--- src/rtl/ws2812_rx.sv ---
// ws2812_rx: cycle-counting WS2812 line decoder that assembles 24-bit pixels in wire order and flags the latch gap.
// Optional WS2812_RX_SYNC_EN inserts a 2-flop synchronizer on din, which delays every strobe by 2 cycles.
module ws2812_rx #(
  parameter int BITS_PER_PIXEL  = 24,
  parameter int PX_COUNT_WIDTH  = 6,
  parameter int PX_MAX          = 52,
  parameter int T1_MIN_CYCLES   = 60,
  parameter int T_MIN_CYCLES    = 10,
  parameter int HIGH_MAX_CYCLES = 120,
  parameter int LATCH_CYCLES    = 5000
) (
  input  logic                      clk,
  input  logic                      reset,
  input  logic                      din,
  output logic [BITS_PER_PIXEL-1:0] px_data,
  output logic [PX_COUNT_WIDTH-1:0] px_num,
  output logic                      px_valid,
  output logic                      frame_done,
  output logic [PX_COUNT_WIDTH:0]   frame_px_count,
  output logic                      err
);

  localparam logic [15:0] T1_MIN   = 16'(T1_MIN_CYCLES);
  localparam logic [15:0] T_MIN    = 16'(T_MIN_CYCLES);
  localparam logic [15:0] HIGH_MAX = 16'(HIGH_MAX_CYCLES);
  localparam logic [15:0] LATCH    = 16'(LATCH_CYCLES);
  localparam logic [4:0]  LAST_BIT = 5'(BITS_PER_PIXEL - 1);
  localparam logic [PX_COUNT_WIDTH:0] PX_LIMIT = (PX_COUNT_WIDTH + 1)'(PX_MAX);

  typedef enum logic [1:0] {ARM, IDLE, HIGH, LOW} state_t;

  state_t                    state;
  logic                      s;
  logic                      s_prev;
  logic [15:0]               hcnt;
  logic [15:0]               lcnt;
  logic [4:0]                bit_cnt;
  logic [PX_COUNT_WIDTH:0]   px_idx;
  logic [BITS_PER_PIXEL-2:0] shreg;
  logic [BITS_PER_PIXEL-1:0] shreg_next;
  logic                      rise;
  logic                      fall;
  logic                      bad_pulse;

`ifdef WS2812_RX_SYNC_EN
  logic [1:0] sync_ff;

  always_ff @(posedge clk) begin
    if (reset) sync_ff <= '0;
    else       sync_ff <= {sync_ff[0], din};
  end

  assign s = sync_ff[1];
`else
  assign s = din;
`endif

  assign rise = s & ~s_prev;
  assign fall = ~s & s_prev;

  // Only the low 23 bits are kept; the incoming bit completes the pixel on the 24th fall.
  assign shreg_next = {shreg, (hcnt >= T1_MIN)};
  assign bad_pulse  = (hcnt > HIGH_MAX) || (fall && (hcnt < T_MIN));

  function automatic logic [15:0] sat_inc(input logic [15:0] v);
    return (v == 16'hFFFF) ? v : v + 16'd1;
  endfunction

  // NOTE: all state below is updated with <= so every branch reads the pre-edge values.
  always_ff @(posedge clk) begin
    if (reset) begin
      state          <= ARM;
      s_prev         <= 1'b0;
      hcnt           <= '0;
      lcnt           <= '0;
      bit_cnt        <= '0;
      px_idx         <= '0;
      shreg          <= '0;
      px_data        <= '0;
      px_num         <= '0;
      px_valid       <= 1'b0;
      frame_done     <= 1'b0;
      frame_px_count <= '0;
      err            <= 1'b0;
    end else begin
      s_prev     <= s;
      px_valid   <= 1'b0;
      frame_done <= 1'b0;
      err        <= 1'b0;
      case (state)
        ARM: begin
          if (s)                   lcnt  <= '0;
          else if (lcnt == LATCH)  state <= IDLE;
          else                     lcnt  <= sat_inc(lcnt);
        end
        IDLE: begin
          if (rise) begin
            state <= HIGH;
            hcnt  <= 16'd1;
          end
        end
        HIGH: begin
          if (bad_pulse) begin
            err     <= 1'b1;
            bit_cnt <= '0;
            shreg   <= '0;
            px_idx  <= '0;
            lcnt    <= '0;
            state   <= ARM;
          end else if (fall) begin
            shreg <= shreg_next[BITS_PER_PIXEL-2:0];
            lcnt  <= 16'd1;
            state <= LOW;
            if (bit_cnt == LAST_BIT) begin
              bit_cnt <= '0;
              if (px_idx < PX_LIMIT) begin
                px_data  <= shreg_next;
                px_num   <= px_idx[PX_COUNT_WIDTH-1:0];
                px_valid <= 1'b1;
                px_idx   <= px_idx + 1'b1;
              end else begin
                err <= 1'b1;
              end
            end else begin
              bit_cnt <= bit_cnt + 5'd1;
            end
          end else begin
            hcnt <= sat_inc(hcnt);
          end
        end
        LOW: begin
          if (rise) begin
            state <= HIGH;
            hcnt  <= 16'd1;
          end else if (lcnt == LATCH) begin
            frame_done     <= 1'b1;
            frame_px_count <= px_idx;
            px_idx         <= '0;
            err            <= (bit_cnt != 5'd0);
            bit_cnt        <= '0;
            shreg          <= '0;
            state          <= IDLE;
          end else begin
            lcnt <= sat_inc(lcnt);
          end
        end
        default: state <= ARM;
      endcase
    end
  end

endmodule

--- config.mk ---
export PLATFORM = sky130hd
export DESIGN_NAME = ws2812_rx
export DESIGN_NICKNAME = d
export VERILOG_FILES = /design/src/rtl/ws2812_rx.sv
export SDC_FILE = /design/constraint.sdc
export NUM_CORES = 1
export LEC_CHECK = 0
export CORE_MARGIN = 4
export CORE_UTILIZATION = 58
export DETAILED_ROUTE_END_ITERATION = 7
export PLACE_DENSITY = 0.8
export SLEW_MARGIN = 20
export SYNTH_ARGS = -nofsm -noshare
export SYNTH_HDL_FRONTEND = slang
export SYNTH_SLANG_ARGS = --single-unit
--- constraint.sdc ---
create_clock -name clk -period 4.5 [get_ports clk]
set_clock_uncertainty 0.05 [all_clocks]
set_input_delay 1.35 -clock clk [delete_from_list [all_inputs] [get_ports clk]]
set_output_delay 1.35 -clock clk [all_outputs]
set_load 0.01 [all_outputs]
**Yosys cells after proc, flatten, opt, wreduce, memory -nomap -nowiden**

Index checks and enable logic that the tools add are counted.

- Add/sub/neg operators: 4
- Magnitude comparators: 4
- Equality and inequality tests: 18
- Mux-type cells: 46
- Bitwise operators: 10
- Reduce and logical (&&, ||, !) cells: 17

Operator list:

| cell | count |
|---|---|
| $mux W16 | 10 |
| $mux W23 | 4 |
| $pmux W16 S3 | 1 |
| $pmux W23 S2 | 1 |
| $mux W7 | 6 |
| $add A16 B1 Y16 const B | 2 |
| $eq A16 B16 Y1 const B | 2 |
| $pmux W16 S2 | 1 |
| $mux W5 | 5 |
| $eq A16 B13 Y1 const B | 1 |
| $ge A16 B6 Y1 const B | 1 |
| $gt A16 B7 Y1 const B | 1 |
| $lt A16 B4 Y1 const B | 1 |
| $ne A2 B2 Y1 const B | 7 |
| $pmux W7 S2 | 1 |
| $mux W2 | 6 |
| $pmux W5 S2 | 1 |
| $reduce_and A5 Y1 | 2 |
| $ne A3 B3 Y1 const B | 3 |
| $reduce_and A3 Y1 | 3 |
| $mux W1 | 8 |
| $not A1 Y1 | 8 |
| $pmux W2 S4 | 1 |
| $add A7 B1 Y7 const B | 1 |
| 19 further kinds | 22 |

- Register bits: 110
- Bits of input ports: 3
- Output and inout port bits: 40
- Word-level logic and storage cells: 112

**Depth between registers and ports, before layout**

Gate-level depths: netlist of the first run.

- Depth after elaboration: 6
- Mapped depth: 10
- Mapped depth without buffers: 7

**Least setup slack after synthesis of the first run**

OpenSTA, ideal clock, no wires.

- Kind: input to register
- From: input din
- To: register px_data[0]
- Library setup time: 78 ps
- Arrival time: 2,564 ps
- Required time: 4,372 ps
- Setup slack: 1,808 ps
- Cell stages on the path: 6
- Buffers on the path: 1
- Path through: nand2b_1 > nor4_1 > and4_1 > clkbuf_1 > nor2_1 > nor3_1

- Word-level cells in the longest chain between the ends: 6

Ends and longest elaborated chain:

| item | RTL line | RTL |
|---|---|---|
| from (decl) | 14 | `input logic din,` |
| $not A1 Y1 (*) | 59 | `assign fall = ~s & s_prev;` |
| $and A1 B1 Y1 (*) | 59 |  |
| $logic_and A1 B1 Y1 | 63 | `assign bad_pulse = (hcnt > HIGH_MAX) \|\| (fall && (hcnt < T_MIN));` |
| $logic_or A1 B1 Y1 | 63 |  |
| $not A1 Y1 (no source line) | n/a |  |
| $reduce_and A5 Y1 (no source line) (*) | n/a |  |
| to (signal assigned) | 117 | `px_data <= shreg_next;` |
| to (decl) | 15 | `output logic [BITS_PER_PIXEL-1:0] px_data,` |

Mark *: on every way between the ends. The rest lies on a longest branch, timed or not.
A chain may end at the register's enable or synchronous reset.

**Final worst setup path of the first run**

- From: input din
- To: register bit_cnt[2]

- Word-level cells in the longest chain between the ends: 6
- Elaborated cells on any way between the ends: 10
- Classes of those cells: eq/ne: 2; mux: 2; bitwise: 3; reduce/logical: 3

Ends and longest elaborated chain:

| item | RTL line | RTL |
|---|---|---|
| $not A1 Y1 | 59 |  |
| $and A1 B1 Y1 | 59 |  |
| $logic_and A1 B1 Y1 | 63 |  |
| $logic_or A1 B1 Y1 | 63 |  |
| $ne A3 B3 Y1 (no source line) or $mux W5 (tied branches) | n/a |  |
| $reduce_and A4 Y1 (no source line) or $pmux W5 S2 (tied branches) | n/a |  |
| to (signal assigned) | 125 | `bit_cnt <= bit_cnt + 5'd1;` |
| to (decl) | 37 | `logic [4:0] bit_cnt;` |

Parallel ways exist; a longest one is shown, timed or not.

==> impl_results.md, run 1 <==
* Pleak at 1.69 nW
* Max-Cap Viols at 0
* Rows at 33
* Worst hold start: px_num[4]
* Final Hold Fails at 0
* Gp weighted congestion at 0.872
* Post-layout minimum cycle time at 3.31 ns
* Die Height at 99.5 um
* Design Power at 1.65 mW
* Worst Tran Pin Value at 0.849 ns
* Number of setup buffers added after CTS at 0
* CTS Sinks at 110
* Max Slew Vio Count at 0
* Largest net degree at the start of global routing at 48
* Ports at 43
* Initial core utilization at 0.595
* Placed Instances at 694
* Clock buffer depth at 2
* Fmax at 0.302 GHz
* Die area at 9910 sq um
* Reg2Reg Launch Point: lcnt[0]
* First-pass GRT wire length at 19000 um
* CTS buffer count at 9
* Worst R2R Path Depth at 8
* Clk_lat worst skew at 0.37 ns
* CP endpoint kind: register
* Vias in the first global route at 4073
* Sequential area share after synthesis at 0.453
* Grt ovf at 0
* Antenna-violating nets left at 0
* Worst Path Max Fanout at 30
* Post-synth top flop: dfxtp_1
* Slew HR at 0.434
* Worst path cell trace: clkdlybuf4s50_1 > nand2b_1 > nand3_1 > or2_1 > buf_4 > a2bb2oi_1 > o32ai_1
* Ys async rst share at 0
* Synth cell types at 60
* CTS root buffer: clkbuf_8
* Hold path depth at 2
* Crit path launch: din
* Final net count at 610
* Critical Path RT at 4.72 ns
* Final wirelength at 11000 um
* Vias/cell at 6.18
* # DRC at 0
* Layout cells sized above 1 at 0.0661
* Critical path class: in -> reg
* First drt pass iteration count at 4
* RSZ-0062 raised after global routing: no
* Commonest non-fill, non-tap cell in the layout: dfxtp_1
* Data arrival, critical path at 3.53 ns
* Slowest cell delay on critical path at 0.61 ns
* Port Buffers at 42
* Mapped Area at 4860 sq um
* Dpl cell area at 5300 sq um
* Synthesized area per cell at 8.41 sq um
* H-tree depth at 3
* Design area at 5520 sq um
* EDFF count, synth at 0
* Post_cts resized at 0
* Die width at 99.5 um
* VDD IR-drop max at 0.234 mV
* Yosys warning total at 0
* Hold-fix buffers at CTS at 0
* Hold WS at 0.410 ns
* Most frequent cells in the layout: dfxtp_1 (110), nand2_1 (95), a21oi_1 (84)
* Initial antenna violation count at 0
* Synth Instances at 578
* Vias at 4390
* CP startpoint kind: primary input
* Synthesis-stage register bit count at 110
* Post-DR wirelength/cell at 15.5 um
* Pwr Density at 299 nW/um^2
* DRT iter0 DRCs at 297
* Layout Area Growth over Synthesis at 13.6%
* Synthesized Nets at 588
* Slowest cell on the critical path: clkdlybuf4s50_1
* GRT Util Overall at 0.227
* HP Class: reg -> reg
* Tcrit/Tclk final at 0.735
* Clock-pin slew on the worst setup and hold paths at 0.11 ns
* Core Box Area at 8180 sq um
* Setup Total Neg Slack at 0 ns
* Outcome: complete, no violations
* Post-DP HPWL at 7190 um
* Finished Layout Cells at 710
* Final setup violating endpoints at 0
* TritonCTS clock tree: built
* Ant diodes at 0
## synthesized netlist by cell type, types with 3 or more instances
master | number | share of area
nand4_1 | 9 | 0.012
or3_1 | 6 | 0.0077
clkbuf_1 | 24 | 0.019
dfxtp_1 | 110 | 0.45
o211ai_1 | 28 | 0.043
a22oi_1 | 3 | 0.0046
nor2b_1 | 5 | 0.0064
and3_1 | 3 | 0.0039
buf_2 | 14 | 0.014
a221o_1 | 3 | 0.0062
a211oi_1 | 3 | 0.0046
a32o_1 | 4 | 0.0082
nor4_1 | 7 | 0.0090
nor4b_1 | 3 | 0.0054
and2_1 | 10 | 0.013
ha_1 | 7 | 0.018
nand2_1 | 95 | 0.073
o21ai_0 | 11 | 0.011
o31ai_1 | 10 | 0.015
a21oi_1 | 84 | 0.086
nand3_1 | 40 | 0.041
a31oi_1 | 3 | 0.0039
o32ai_1 | 3 | 0.0054
nor2_1 | 19 | 0.015
or4_1 | 9 | 0.014
inv_1 | 15 | 0.012
nor3_1 | 9 | 0.0093
## final timing paths
kind,to,slack (ns)
setup / recovery,bit_cnt[2],1.19
hold / removal,px_num[4],0.41
hold reg to reg,px_num[4],0.41
setup reg to reg,bit_cnt[2],1.89
## kinds of logic (layout without fill, tap and decap cells)
logic type	count (synthesis)	after routing	synth area share
simple gates	230	230	0.239
compound gates	175	175	0.240
flops	110	110	0.453
buf+inv	54	81	0.0461
fa+ha+maj	7	7	0.0180
mux	2	2	0.00412
## critical path, delay by kind of cell
family	cells	cell delay, ns
buf+inv	2	1.00
compound gates	2	0.39
simple gates	3	0.77
## registers in the layout (all words and copies together), names as in the netlist
| register | flops |
|---|---|
| hcnt | 16 |
| err | 1 |
| shreg | 23 |
| px_num | 6 |
| s_prev | 1 |
| px_valid | 1 |
| bit_cnt | 5 |
| px_data | 24 |
| lcnt | 16 |
| state | 2 |
| frame_px_count | 7 |
| frame_done | 1 |
| px_idx | 7 |
## where the power goes
part           total [mW]  switching (mW)  internal (mW)
logic              0.0383          0.0296        0.00866
registers           0.976         0.00179          0.974
clock network       0.636           0.362          0.274
total                1.65           0.393           1.26
## metal layers
layer | vias to the layer above | global-route usage | part of all wire
li1 | 2168 | - | -
met1 | 2085 | 0.325 | 0.47
met2 | 122 | 0.345 | 0.46
met3 | 15 | 0.0484 | 0.052
met4 | 0 | 0.0651 | 0.011
met5 | - | 0 | 0
## area by class of cell
cell class | count | area, sq um
fill | 697 | 2650
timing repair buffer | 50 | 475
clock inverter | 6 | 91.3
clock buffer | 10 | 128
inverter | 15 | 56.3
multi-input combinational | 414 | 2440
tap | 105 | 131
sequential | 110 | 2200
## stage by stage
step	worst slack [ns]	util
2_1_floorplan	1.81	-
3_3_place_gp	1.01	0.649
3_5_place_dp	0.872	0.649
5_1_grt	1.04	0.675
6_report	1.19	0.675
4_1_cts	1.25	0.675
(Power assumes the default switching activity.)
==> run 2: changes to the inputs <==
Settings changed: CORE_UTILIZATION 58 to 57, PLACE_DENSITY 0.8 to 0.79.
Clock period 4.5 ns to 3.15 ns, I/O delays scaled along.
==> run 2 against run 1 <==
Against the previous run: power rose by 37%; die area rose by 1.6%; cell area rose by 0.48%; core utilization fell by 0.36 points; clock-buffer cell count did not move; via count rose by 0.55%; critical path type unchanged.
==> impl_results.md, run 2 (synthesized netlist as in run 1, its figures left out) <==
* Number of setup buffers added after CTS at 0
* Worst path cell trace: clkdlybuf4s50_1 > nand2b_1 > nand2_1 > o2bb2ai_2 > o21ai_0 > a21oi_1
* RSZ-0062 raised after global routing: no
* CTS buffer count at 9
* VDD IR-drop max at 0.200 mV
* Most frequent cells in the layout: dfxtp_1 (110), nand2_1 (95), a21oi_1 (84)
* HP Class: reg -> reg
* Setup Total Neg Slack at 0 ns
* Worst Path Max Fanout at 22
* Max Slew Vio Count at 0
* GRT Util Overall at 0.225
* Critical path class: in -> reg
* Initial antenna violation count at 0
* Dpl cell area at 5370 sq um
* Largest reg by FF count: px_data
* Switching Fraction at 0.244
* First drt pass iteration count at 5
* Layout cells sized above 1 at 0.0738
* Outcome: complete, no violations
* Critical Path RT at 3.41 ns
* Power share of the clock group at 0.358
* CTS root buffer: clkbuf_8
* Worst Tran Pin Value at 0.809 ns
* Finished Layout Cells at 715
* Grt ovf at 0
* Largest regs: px_data x24, shreg x23
* Rows at 33
* Core Box Area at 8260 sq um
* Largest net degree at the start of global routing at 72
* Slowest cell on the critical path: o2bb2ai_2
* Hold-fix buffers at CTS at 0
* Final net count at 615
* Initial core utilization at 0.589
* Pwr Density at 407 nW/um^2
* Die width at 100 um
* Port Buffers at 42
* H-tree depth at 3
* First-pass GRT wire length at 18800 um
* Placed Instances at 699
* Ports at 43
* Final core area utilization at 0.672
* Antenna-violating nets left at 0
* Clock buffer depth at 2
* Post_cts resized at 0
* Switching power at 0.552 mW
* CTS Sinks at 110
* Fill count at 714
* Die Height at 100 um
* Ant diodes at 0
* DRT iter0 DRCs at 322
* Max FFs per register at 24
* Gp weighted congestion at 0.889
* Commonest non-fill, non-tap cell in the layout: dfxtp_1
* Vias in the first global route at 4031
* Internal Pwr Total at 1.71 mW
* Post-layout minimum cycle time at 2.80 ns
* Layout Area Growth over Synthesis at 14.1%
* Vias at 4414
* # DRC at 0
* Design area at 5550 sq um
* Flop pwr share at 0.617
* Fin worst setup slack at 0.346 ns
* Gate power share at 0.026
* Slowest cell delay on critical path at 0.68 ns
* Post-DP HPWL at 7320 um
* Pleak at 1.70 nW
* Tcrit/Tclk final at 0.890
* Clk_lat worst skew at 0.37 ns
* Vias/cell at 6.17
* Final Hold Fails at 0
* Clock-pin slew on the worst setup and hold paths at 0.11 ns
* Post-DR wirelength/cell at 15.3 um
* Max-Cap Viols at 0
* CP endpoint kind: register
* Pre-CTS WS at -0.00416 ns
* TritonCTS clock tree: built
* CP startpoint kind: primary input
* Final wirelength at 11000 um
* Slew HR at 0.457
* Final setup violating endpoints at 0
* Die area at 10100 sq um
* Fmax at 0.357 GHz
* Data arrival, critical path at 3.06 ns
## run 2: cell count changes in the layout (fill, tap and decap cells not counted), sizes merged
cell / change
clkinv: -1
buf: +5
bufinv: -1
clkinvlp: +2
## run 2: path summary, 6_finish.rpt
| path | slack [ns] | end | from | depth (start not counted) |
|---|---|---|---|---|
| worst max register to register | 0.64 | lcnt[11] | state[1] | 5 |
| worst min-delay path | 0.41 | px_data[8] | px_data[8] | 2 |
| worst max-delay path | 0.35 | lcnt[11] | din | 6 |
| worst min register to register | 0.41 | px_data[8] | px_data[8] | 2 |
## run 2: metal layers
layer	wire, um	GRT usage	vias up
li1	-	-	2171
met1	5190	0.323	2080
met2	4970	0.337	138
met3	583	0.0354	25
met4	222	0.0953	0
met5	0	0	-
## run 2: layout make-up
cell class | instances | area, sq um | area share
Multi-Input combinational cell | 414 | 2440 | 0.439
Timing Repair Buffer | 55 | 538 | 0.0970
Clock buffer | 10 | 128 | 0.0230
Clock inverter | 6 | 55.1 | 0.00992
Inverter | 15 | 56.3 | 0.0101
Tap cell | 105 | 131 | 0.0237
Sequential cell | 110 | 2200 | 0.397
## run 2: per-stage QoR
step	power, mW	hold WS [ns]
4_1_cts	2.27	0.414
5_1_grt	2.35	0.423
2_1_floorplan	1.47	0.381
3_3_place_gp	1.48	0.392
6_report	2.26	0.410
3_5_place_dp	1.48	0.398
## run 2: critical path: cells and delay by family
family          cells  cell delay, ns
simple gates        2            0.43
buf+inv             1            0.61
compound gates      3            1.07
## run 2: power by group through the flow
stage / clock (mW) / combinational, mW / sequential, mW
floorplan: 0 / 0.0407 / 1.43
global placement: 0 / 0.0565 / 1.43
detailed placement: 0 / 0.0571 / 1.43
CTS: 0.821 / 0.0573 / 1.39
global route: 0.888 / 0.0635 / 1.40
finish: 0.808 / 0.0579 / 1.39
